$ cat src/rtl/wb_irq_pkg.sv
// wb_irq_pkg
//   Shared definitions for the Wishbone external interrupt controller:
//   register word offsets (byte address bits [4:2]), FSM state encoding
//   and STATUS register bit positions.
package wb_irq_pkg;

    localparam int IRQ_ID_W = 5;

    localparam logic [2:0] IRQ_PENDING = 3'd0;
    localparam logic [2:0] IRQ_ENABLE  = 3'd1;
    localparam logic [2:0] IRQ_TRIGGER = 3'd2;
    localparam logic [2:0] IRQ_CLAIM   = 3'd3;
    localparam logic [2:0] IRQ_STATUS  = 3'd4;

    typedef enum logic [1:0] {
        IDLE    = 2'd0,
        REQ     = 2'd1,
        ACKED   = 2'd2,
        SERVICE = 2'd3
    } irq_state_t;

    localparam int STATUS_STATE_LSB = 0;
    localparam int STATUS_STATE_MSB = 1;
    localparam int STATUS_BAD_BIT   = 8;

endpackage

$ cat src/rtl/irq_sync_edge.sv
// irq_sync_edge
//   Multi-flop synchroniser for WIDTH asynchronous interrupt lines plus a
//   rising-edge detector on the synchronised value.
//   Ports:
//     clk    system clock
//     rst_n  asynchronous active-low reset
//     raw    asynchronous input lines
//     level  synchronised lines (output of the last stage)
//     rise   one-cycle pulse on each 0->1 transition of level
module irq_sync_edge
    import wb_irq_pkg::*;
#(
    parameter int WIDTH  = 16,
    parameter int STAGES = 2
) (
    input  logic             clk,
    input  logic             rst_n,
    input  logic [WIDTH-1:0] raw,
    output logic [WIDTH-1:0] level,
    output logic [WIDTH-1:0] rise
);

    logic [WIDTH-1:0] chain [STAGES];
    logic [WIDTH-1:0] level_d;

    always_ff @(posedge clk or negedge rst_n) begin
        if (!rst_n) begin
            for (int k = 0; k < STAGES; k++) begin
                chain[k] <= '0;
            end
            level_d <= '0;
        end else begin
            chain[0] <= raw;
            for (int k = 1; k < STAGES; k++) begin
                chain[k] <= chain[k-1];
            end
            level_d <= chain[STAGES-1];
        end
    end

    assign level = chain[STAGES-1];
    assign rise  = level & ~level_d;

endmodule

$ cat src/rtl/wb_irq_ctrl.sv
// wb_irq_ctrl
//   External interrupt controller on Wishbone. Synchronises NUM_SRC
//   peripheral lines, latches them as level or edge pending, masks with
//   ENABLE, picks the lowest-numbered eligible source and drives meip_o.
//   The trap handler reads CLAIM to get the source ID and writes it back
//   to CLAIM/COMPLETE to retire it.
//   Ports:
//     clk_i, reset_i   clock, asynchronous active-low reset
//     irq_src_i        raw peripheral interrupt lines (asynchronous)
//     irq_ack_i        core interrupt-taken pulse
//     meip_o           machine external interrupt request (registered)
//     wb_*             Wishbone slave, one-cycle ack after each request
//
//   state   | meaning
//   --------+---------------------------------------------------------
//   IDLE    | nothing eligible, meip_o low
//   REQ     | eligible source present, meip_o high, waiting for core
//   ACKED   | core took the trap, waiting for the claim read
//   SERVICE | source claimed, waiting for matching complete write
module wb_irq_ctrl
    import wb_irq_pkg::*;
#(
    parameter int NUM_SRC     = 16,
    parameter int SYNC_STAGES = 2
) (
    input  logic               clk_i,
    input  logic               reset_i,
    input  logic [NUM_SRC-1:0] irq_src_i,
    input  logic               irq_ack_i,
    output logic               meip_o,
    input  logic               wb_cyc_i,
    input  logic               wb_stb_i,
    input  logic               wb_we_i,
    input  logic [4:0]         wb_adr_i,
    input  logic [31:0]        wb_dat_i,
    input  logic [3:0]         wb_sel_i,
    output logic [31:0]        wb_dat_o,
    output logic               wb_ack_o
);

    logic [NUM_SRC-1:0] src_level;
    logic [NUM_SRC-1:0] src_rise;

    irq_sync_edge #(
        .WIDTH  (NUM_SRC),
        .STAGES (SYNC_STAGES)
    ) u_sync (
        .clk   (clk_i),
        .rst_n (reset_i),
        .raw   (irq_src_i),
        .level (src_level),
        .rise  (src_rise)
    );

    logic [NUM_SRC-1:0]  pending_q;
    logic [NUM_SRC-1:0]  pending_nxt;
    logic [NUM_SRC-1:0]  enable_q;
    logic [NUM_SRC-1:0]  trigger_q;
    logic [NUM_SRC-1:0]  eligible;
    logic [NUM_SRC-1:0]  win_onehot;
    logic [NUM_SRC-1:0]  claim_clr;
    logic [NUM_SRC-1:0]  w1c_clr;
    logic [IRQ_ID_W-1:0] win_id;
    logic [IRQ_ID_W-1:0] claimed_id_q;
    irq_state_t          state_q;
    irq_state_t          state_nxt;
    logic                bad_q;
    logic                meip_q;
    logic                ack_q;
    logic [31:0]         dat_q;
    logic [31:0]         rdata;

    logic       req;
    logic       wr;
    logic       rd;
    logic [2:0] word;
    logic       claim_rd;
    logic       complete_wr;
    logic       complete_ok;
    logic       unused_adr;

    assign unused_adr = ^wb_adr_i[1:0];

    assign req         = wb_cyc_i & wb_stb_i & ~ack_q;
    assign wr          = req & wb_we_i & (wb_sel_i == 4'hF);
    assign rd          = req & ~wb_we_i;
    assign word        = wb_adr_i[4:2];
    assign claim_rd    = rd & (word == IRQ_CLAIM);
    assign complete_wr = wr & (word == IRQ_CLAIM);
    assign complete_ok = complete_wr & (wb_dat_i == 32'(claimed_id_q));

    assign eligible = pending_q & enable_q;

    // Scan from the top down so the lowest eligible index is the last write.
    always_comb begin
        win_id     = '0;
        win_onehot = '0;
        for (int i = NUM_SRC - 1; i >= 0; i--) begin
            if (eligible[i]) begin
                win_id        = IRQ_ID_W'(i + 1);
                win_onehot    = '0;
                win_onehot[i] = 1'b1;
            end
        end
    end

    // Only edge sources hold state; a new edge in the same cycle as a
    // clear keeps the bit set so the event is not lost.
    assign claim_clr   = claim_rd ? (win_onehot & trigger_q) : '0;
    assign w1c_clr     = (wr && word == IRQ_PENDING) ? (wb_dat_i[NUM_SRC-1:0] & trigger_q) : '0;
    assign pending_nxt = (trigger_q & (src_rise | (pending_q & ~(claim_clr | w1c_clr))))
                       | (~trigger_q & src_level);

    always_comb begin
        state_nxt = state_q;
        case (state_q)
            IDLE: begin
                if (eligible != '0) state_nxt = REQ;
            end
            REQ: begin
                if (claim_rd && win_id != '0) state_nxt = SERVICE;
                else if (eligible == '0)      state_nxt = IDLE;
                else if (irq_ack_i)           state_nxt = ACKED;
            end
            ACKED: begin
                if (claim_rd) state_nxt = (win_id != '0) ? SERVICE : IDLE;
            end
            SERVICE: begin
                if (complete_ok) state_nxt = IDLE;
            end
            default: state_nxt = IDLE;
        endcase
    end

    always_comb begin
        rdata = '0;
        case (word)
            IRQ_PENDING: rdata = 32'(pending_q);
            IRQ_ENABLE:  rdata = 32'(enable_q);
            IRQ_TRIGGER: rdata = 32'(trigger_q);
            IRQ_CLAIM:   rdata = 32'(win_id);
            IRQ_STATUS: begin
                rdata[STATUS_STATE_MSB:STATUS_STATE_LSB] = state_q;
                rdata[STATUS_BAD_BIT]                    = bad_q;
            end
            default:     rdata = '0;
        endcase
    end

    always_ff @(posedge clk_i or negedge reset_i) begin
        if (!reset_i) begin
            state_q      <= IDLE;
            meip_q       <= 1'b0;
            pending_q    <= '0;
            enable_q     <= '0;
            trigger_q    <= '0;
            claimed_id_q <= '0;
            bad_q        <= 1'b0;
            ack_q        <= 1'b0;
            dat_q        <= '0;
        end else begin
            state_q   <= state_nxt;
            meip_q    <= (state_nxt == REQ);
            pending_q <= pending_nxt;
            ack_q     <= req;
            dat_q     <= rd ? rdata : '0;

            // Claims outside REQ/ACKED are informational and must not
            // disturb the ID the handler is about to complete.
            if (claim_rd && win_id != '0 && (state_q == REQ || state_q == ACKED)) begin
                claimed_id_q <= win_id;
            end

            if (wr && word == IRQ_ENABLE)  enable_q  <= wb_dat_i[NUM_SRC-1:0];
            if (wr && word == IRQ_TRIGGER) trigger_q <= wb_dat_i[NUM_SRC-1:0];

            if (complete_wr && !complete_ok) begin
                bad_q <= 1'b1;
            end else if (wr && word == IRQ_STATUS && wb_dat_i[STATUS_BAD_BIT]) begin
                bad_q <= 1'b0;
            end
        end
    end

    assign meip_o   = meip_q;
    assign wb_ack_o = ack_q;
    assign wb_dat_o = dat_q;

endmodule

$ cat config.mk
export PLATFORM = sky130hd
export DESIGN_NAME = wb_irq_ctrl
export DESIGN_NICKNAME = d
export VERILOG_FILES = /design/src/rtl/wb_irq_pkg.sv /design/src/rtl/irq_sync_edge.sv /design/src/rtl/wb_irq_ctrl.sv
export SDC_FILE = /design/constraint.sdc
export NUM_CORES = 1
export LEC_CHECK = 0
export ABC_CLOCK_PERIOD_IN_PS = 2600
export CORE_AREA = 2 2 136 105
export CTS_CLUSTER_DIAMETER = 80
export DETAILED_ROUTE_END_ITERATION = 8
export DIE_AREA = 0 0 138 107
export HOLD_SLACK_MARGIN = 0.03
export PLACE_DENSITY = 0.72
export SYNTH_ARGS = -nofsm -noshare
export SYNTH_HDL_FRONTEND = slang
export SYNTH_SLANG_ARGS = --single-unit
$ cat constraint.sdc
create_clock -name clk_i -period 2.6 [get_ports clk_i]
set_clock_uncertainty 0.1 [all_clocks]
set_input_delay 0.39 -clock clk_i [delete_from_list [all_inputs] [get_ports clk_i]]
set_output_delay 0.39 -clock clk_i [all_outputs]
set_load 0.02 [all_outputs]
==> results of run 1 <==
-- cell usage after synthesis, types with 2 or more instances --
cell type and n:
and3_1 2, dfrtp_1 122, nand2_1 62, a22o_1 12, nand3b_1 2, a32o_1 2, buf_4 16, a221oi_1 7
o31ai_1 2, nor2_1 37, and3b_1 2, inv_1 4, o41ai_1 2, nand4_1 10, nor3_1 4, mux2_2 35
a21oi_1 28, clkbuf_1 9, ha_1 4, and2_2 2, o21ai_0 10, a21o_1 5, o22ai_1 2, a21boi_0 3
a22oi_1 6, nand3_1 7, nor4_2 2, nor4_1 6, mux2i_1 16, and2_1 2, a222oi_1 2, nor2b_1 4
buf_2 4, xnor2_1 5
-- state kept, by name (all words and copies together), names as in the netlist --
name and flops:
bad_q 1, state_q 2, claimed_id_q 5, enable_q 16, u_sync.level 16, u_sync.level_d 16, trigger_q 16, pending_q 16
u_sync.chain 16, wb_ack_o 1, meip_o 1, wb_dat_o 16
-- through the flow --
stage	utilization (%)	std cells	worst slack [ns]
global placement	47.9	729	-0.116
detailed placement	47.9	729	-0.0684
global route	52.1	758	0.205
floorplan	-	473	0.511
CTS	52.1	758	0.344
finish	52.1	758	0.321
-- cell usage in the layout (no fill, tap or decap), types with 3 or more instances in the layout --
master,netlist,final
clkinv_2,0,5
dfrtp_1,122,122
mux2i_1,16,16
nor3_1,4,4
xnor2_1,5,5
a21boi_0,3,3
a21o_1,5,5
o21ai_0,10,10
buf_12,0,3
buf_4,16,32
nand2_1,62,62
a22oi_1,6,6
a21oi_1,28,28
nand4_1,10,10
nor2_1,37,37
ha_1,4,4
mux2_2,35,35
nor2b_1,4,4
inv_1,4,4
nand3_1,7,7
conb_1,1,16
clkbuf_16,0,17
a22o_1,12,12
nor4_1,6,6
clkdlybuf4s50_1,0,77
a221oi_1,7,7
-- critical path: cells and delay by family --
kind,cells,cell delay (ns)
buffers and inverters,2,0.61
AOI/OAI and AO/OA,2,0.39
and+or+nand+nor,4,1.13
-- logic make-up (layout without fill, tap and decap cells) --
| logic type | count (synthesis) | in the layout | synth area share [%] |
|---|---|---|---|
| muxes | 51 | 51 | 10.5 |
| other | 1 | 16 | 0.0712 |
| DFF | 122 | 122 | 57.9 |
| AOI/OAI and AO/OA | 89 | 89 | 11.9 |
| adders and majority gates | 4 | 4 | 0.950 |
| and+or+nand+nor | 151 | 151 | 14.1 |
| buffers and inverters | 35 | 145 | 3.75 |
| xor gates and xnor gates | 5 | 5 | 0.831 |
-- cell type report --
type | instances | area share, %
Sequential cell | 122 | 43.6
Tap cell | 175 | 3.13
Timing Repair Buffer | 113 | 15.4
Inverter | 4 | 0.215
Clock buffer | 19 | 6.47
Multi-Input combinational cell | 316 | 29.7
Clock inverter | 9 | 1.45
-- path summary, 6_finish.rpt --
| path | to | slack (ns) | cells after the start |
|---|---|---|---|
| max in group asynchronous | meip_o | 1.34 | 3 |
| worst max-delay path | meip_o | 0.32 | 8 |
| worst max register to register | meip_o | 0.39 | 6 |
| worst min-delay path | u_sync.level[15] | 0.24 | 0 |
| min in group asynchronous | wb_dat_o[7] | 0.43 | 2 |
| worst min register to register | u_sync.level[15] | 0.24 | 0 |
-- power groups by stage --
stage               logic (mW)  registers, mW  clock network [mW]
CTS                      0.460           2.04                2.26
finish                   0.457           2.04                2.23
floorplan                0.233           2.06                   0
global placement         0.446           2.07                   0
detailed placement       0.456           2.07                   0
global route             0.502           2.05                2.36
-- metal layers --
layer | vias to the layer above | GRT usage [%] | part of all wire [%]
met5 | - | 0 | 0
li1 | 1851 | - | -
met2 | 181 | 28.0 | 45
met3 | 9 | 5.36 | 7.6
met1 | 1984 | 25.8 | 47
met4 | 0 | 5.47 | 0.70
-- timing repair --
action | in CTS | in global routing
setup endpoints to repair | 0 | 0
endpoints found under the hold margin | 46 | 0
hold buffers | 1 | 0
gates resized for setup | 0 | 0
==> impl_metrics.ini, run 1 <==
[setup_path]
critPathSlowestCell = clkdlybuf4s50_1
crit_fanout = 2
path_cells = clkdlybuf4s50_1 -> nor4_1 -> buf_4 -> nand4_1 -> nor3_1 -> a21boi_0 -> nor4_2 -> a2bb2oi_2
worstPathArrival_ns = 2.52
r2r_start = pending_q[13]
critical_path_class = in -> reg
crit_path_end_kind = flop
critPathRequiredTime_ns = 2.84
startpoint_type = input port
crit_path_start = wb_dat_i[5]
critPathMaxStageDelay_ns = 0.44

[sta]
setup_viol = 0
rsz0062_at_grt = false
timing.final.crit_share_pct = 87.7
fmax_mhz = 439
slew_headroom_pct = 59.0
finalCriticalPeriod_ns = 2.28
tightest_slew_ns = 0.615
slew_viol_final = 0
hold_viol = 0
whs_ns = 0.244
tns_ns = 0

[route]
wl_per_cell_um = 17.1
drtPass1Iterations = 6
drtAntennaViolNets = 0
drt_iter0_drc = 315
vias = 4025
drt_wl_total_um = 13000
vias_per_cell = 5.31
drc_errors = 0

[cts]
numCtsBuffers = 17
cts_setup_buffers = 0
cts_root_buf = clkbuf_16
clockBufferDepth = 2
clkLatencyLatePin_ns = 0.41
cts_tree = yes
h-tree-depth = 4
clock_sinks = 122
clkTransAtPathRegs_ns = 0.05

[worst_hold_path]
hold_start = u_sync.chain[31]
hold_path.class = reg -> reg

[floorplan]
io_pins = 97
die_area_um2 = 14800
start_util_pct = 39.3
die_y_um = 107
die_w_um = 138
rows = 37
core_um2 = 13400

[place]
port_buffers = 78
dpl_cell_area_um2 = 6430
dpl.hpwl_um = 9070
place_congestion = 0.899

[global_routing]
grt_use_total_pct = 18.4
grt_overflow = 0
grt_pass1_wl_um = 21100
antenna_found_initial = 0
grt_pass1_vias = 4082
grt_max_degree = 49

[yosys]
synth_area_um2 = 5270
ys_ff_latch = 122
synth_warnings = 0
synth_top_area_share_pct = 57.9
synth_area_per_cell_um2 = 11.5
synthTopCellsByArea = dfrtp_1 58%, mux2_2 7.5%, nand2_1 4.4%
synth-edff-count = 0
synth_flop_cell = dfrtp_1
ys_seq_area_share_pct = 57.9
ys_types = 54
yosys.area.top_type = dfrtp_1
synthArstFlopShare_pct = 100
syn_inst = 458

[power_and_ir_drop]
seq_power_share_pct = 43.2
switchingPower_mw = 1.09
power-per-cell-area_nw_per_um2 = 675
p_leak_nw = 3.16
irDropWorstVdd_uv = 494
p_int_mw = 3.63
pwr-share-clk_pct = 47.1
finalPower_mw = 4.72
pwr-share-comb_pct = 9.7
sw_frac_of_total_pct = 23.2

[cells_and_area]
areaGrowthSynthToFinish_pct = 32.8
nFillCells = 1142
multi_input_area_um2 = 2080
ff_latch_area_um2 = 3050
design_area_um2 = 7000
diodes = 0
layout-drive-gt1-share_pct = 19.0
final_nets = 641

[outcome]
status = completed

[job]
drv_cap = 0
Power figures use the tool's default switching activity.
==> inputs of run 2 (changes only) <==
Settings changed: CAP_MARGIN set to 20.
==> results of run 2 <==
No change in the layout: final DEF, timing and power equal those of run 1.
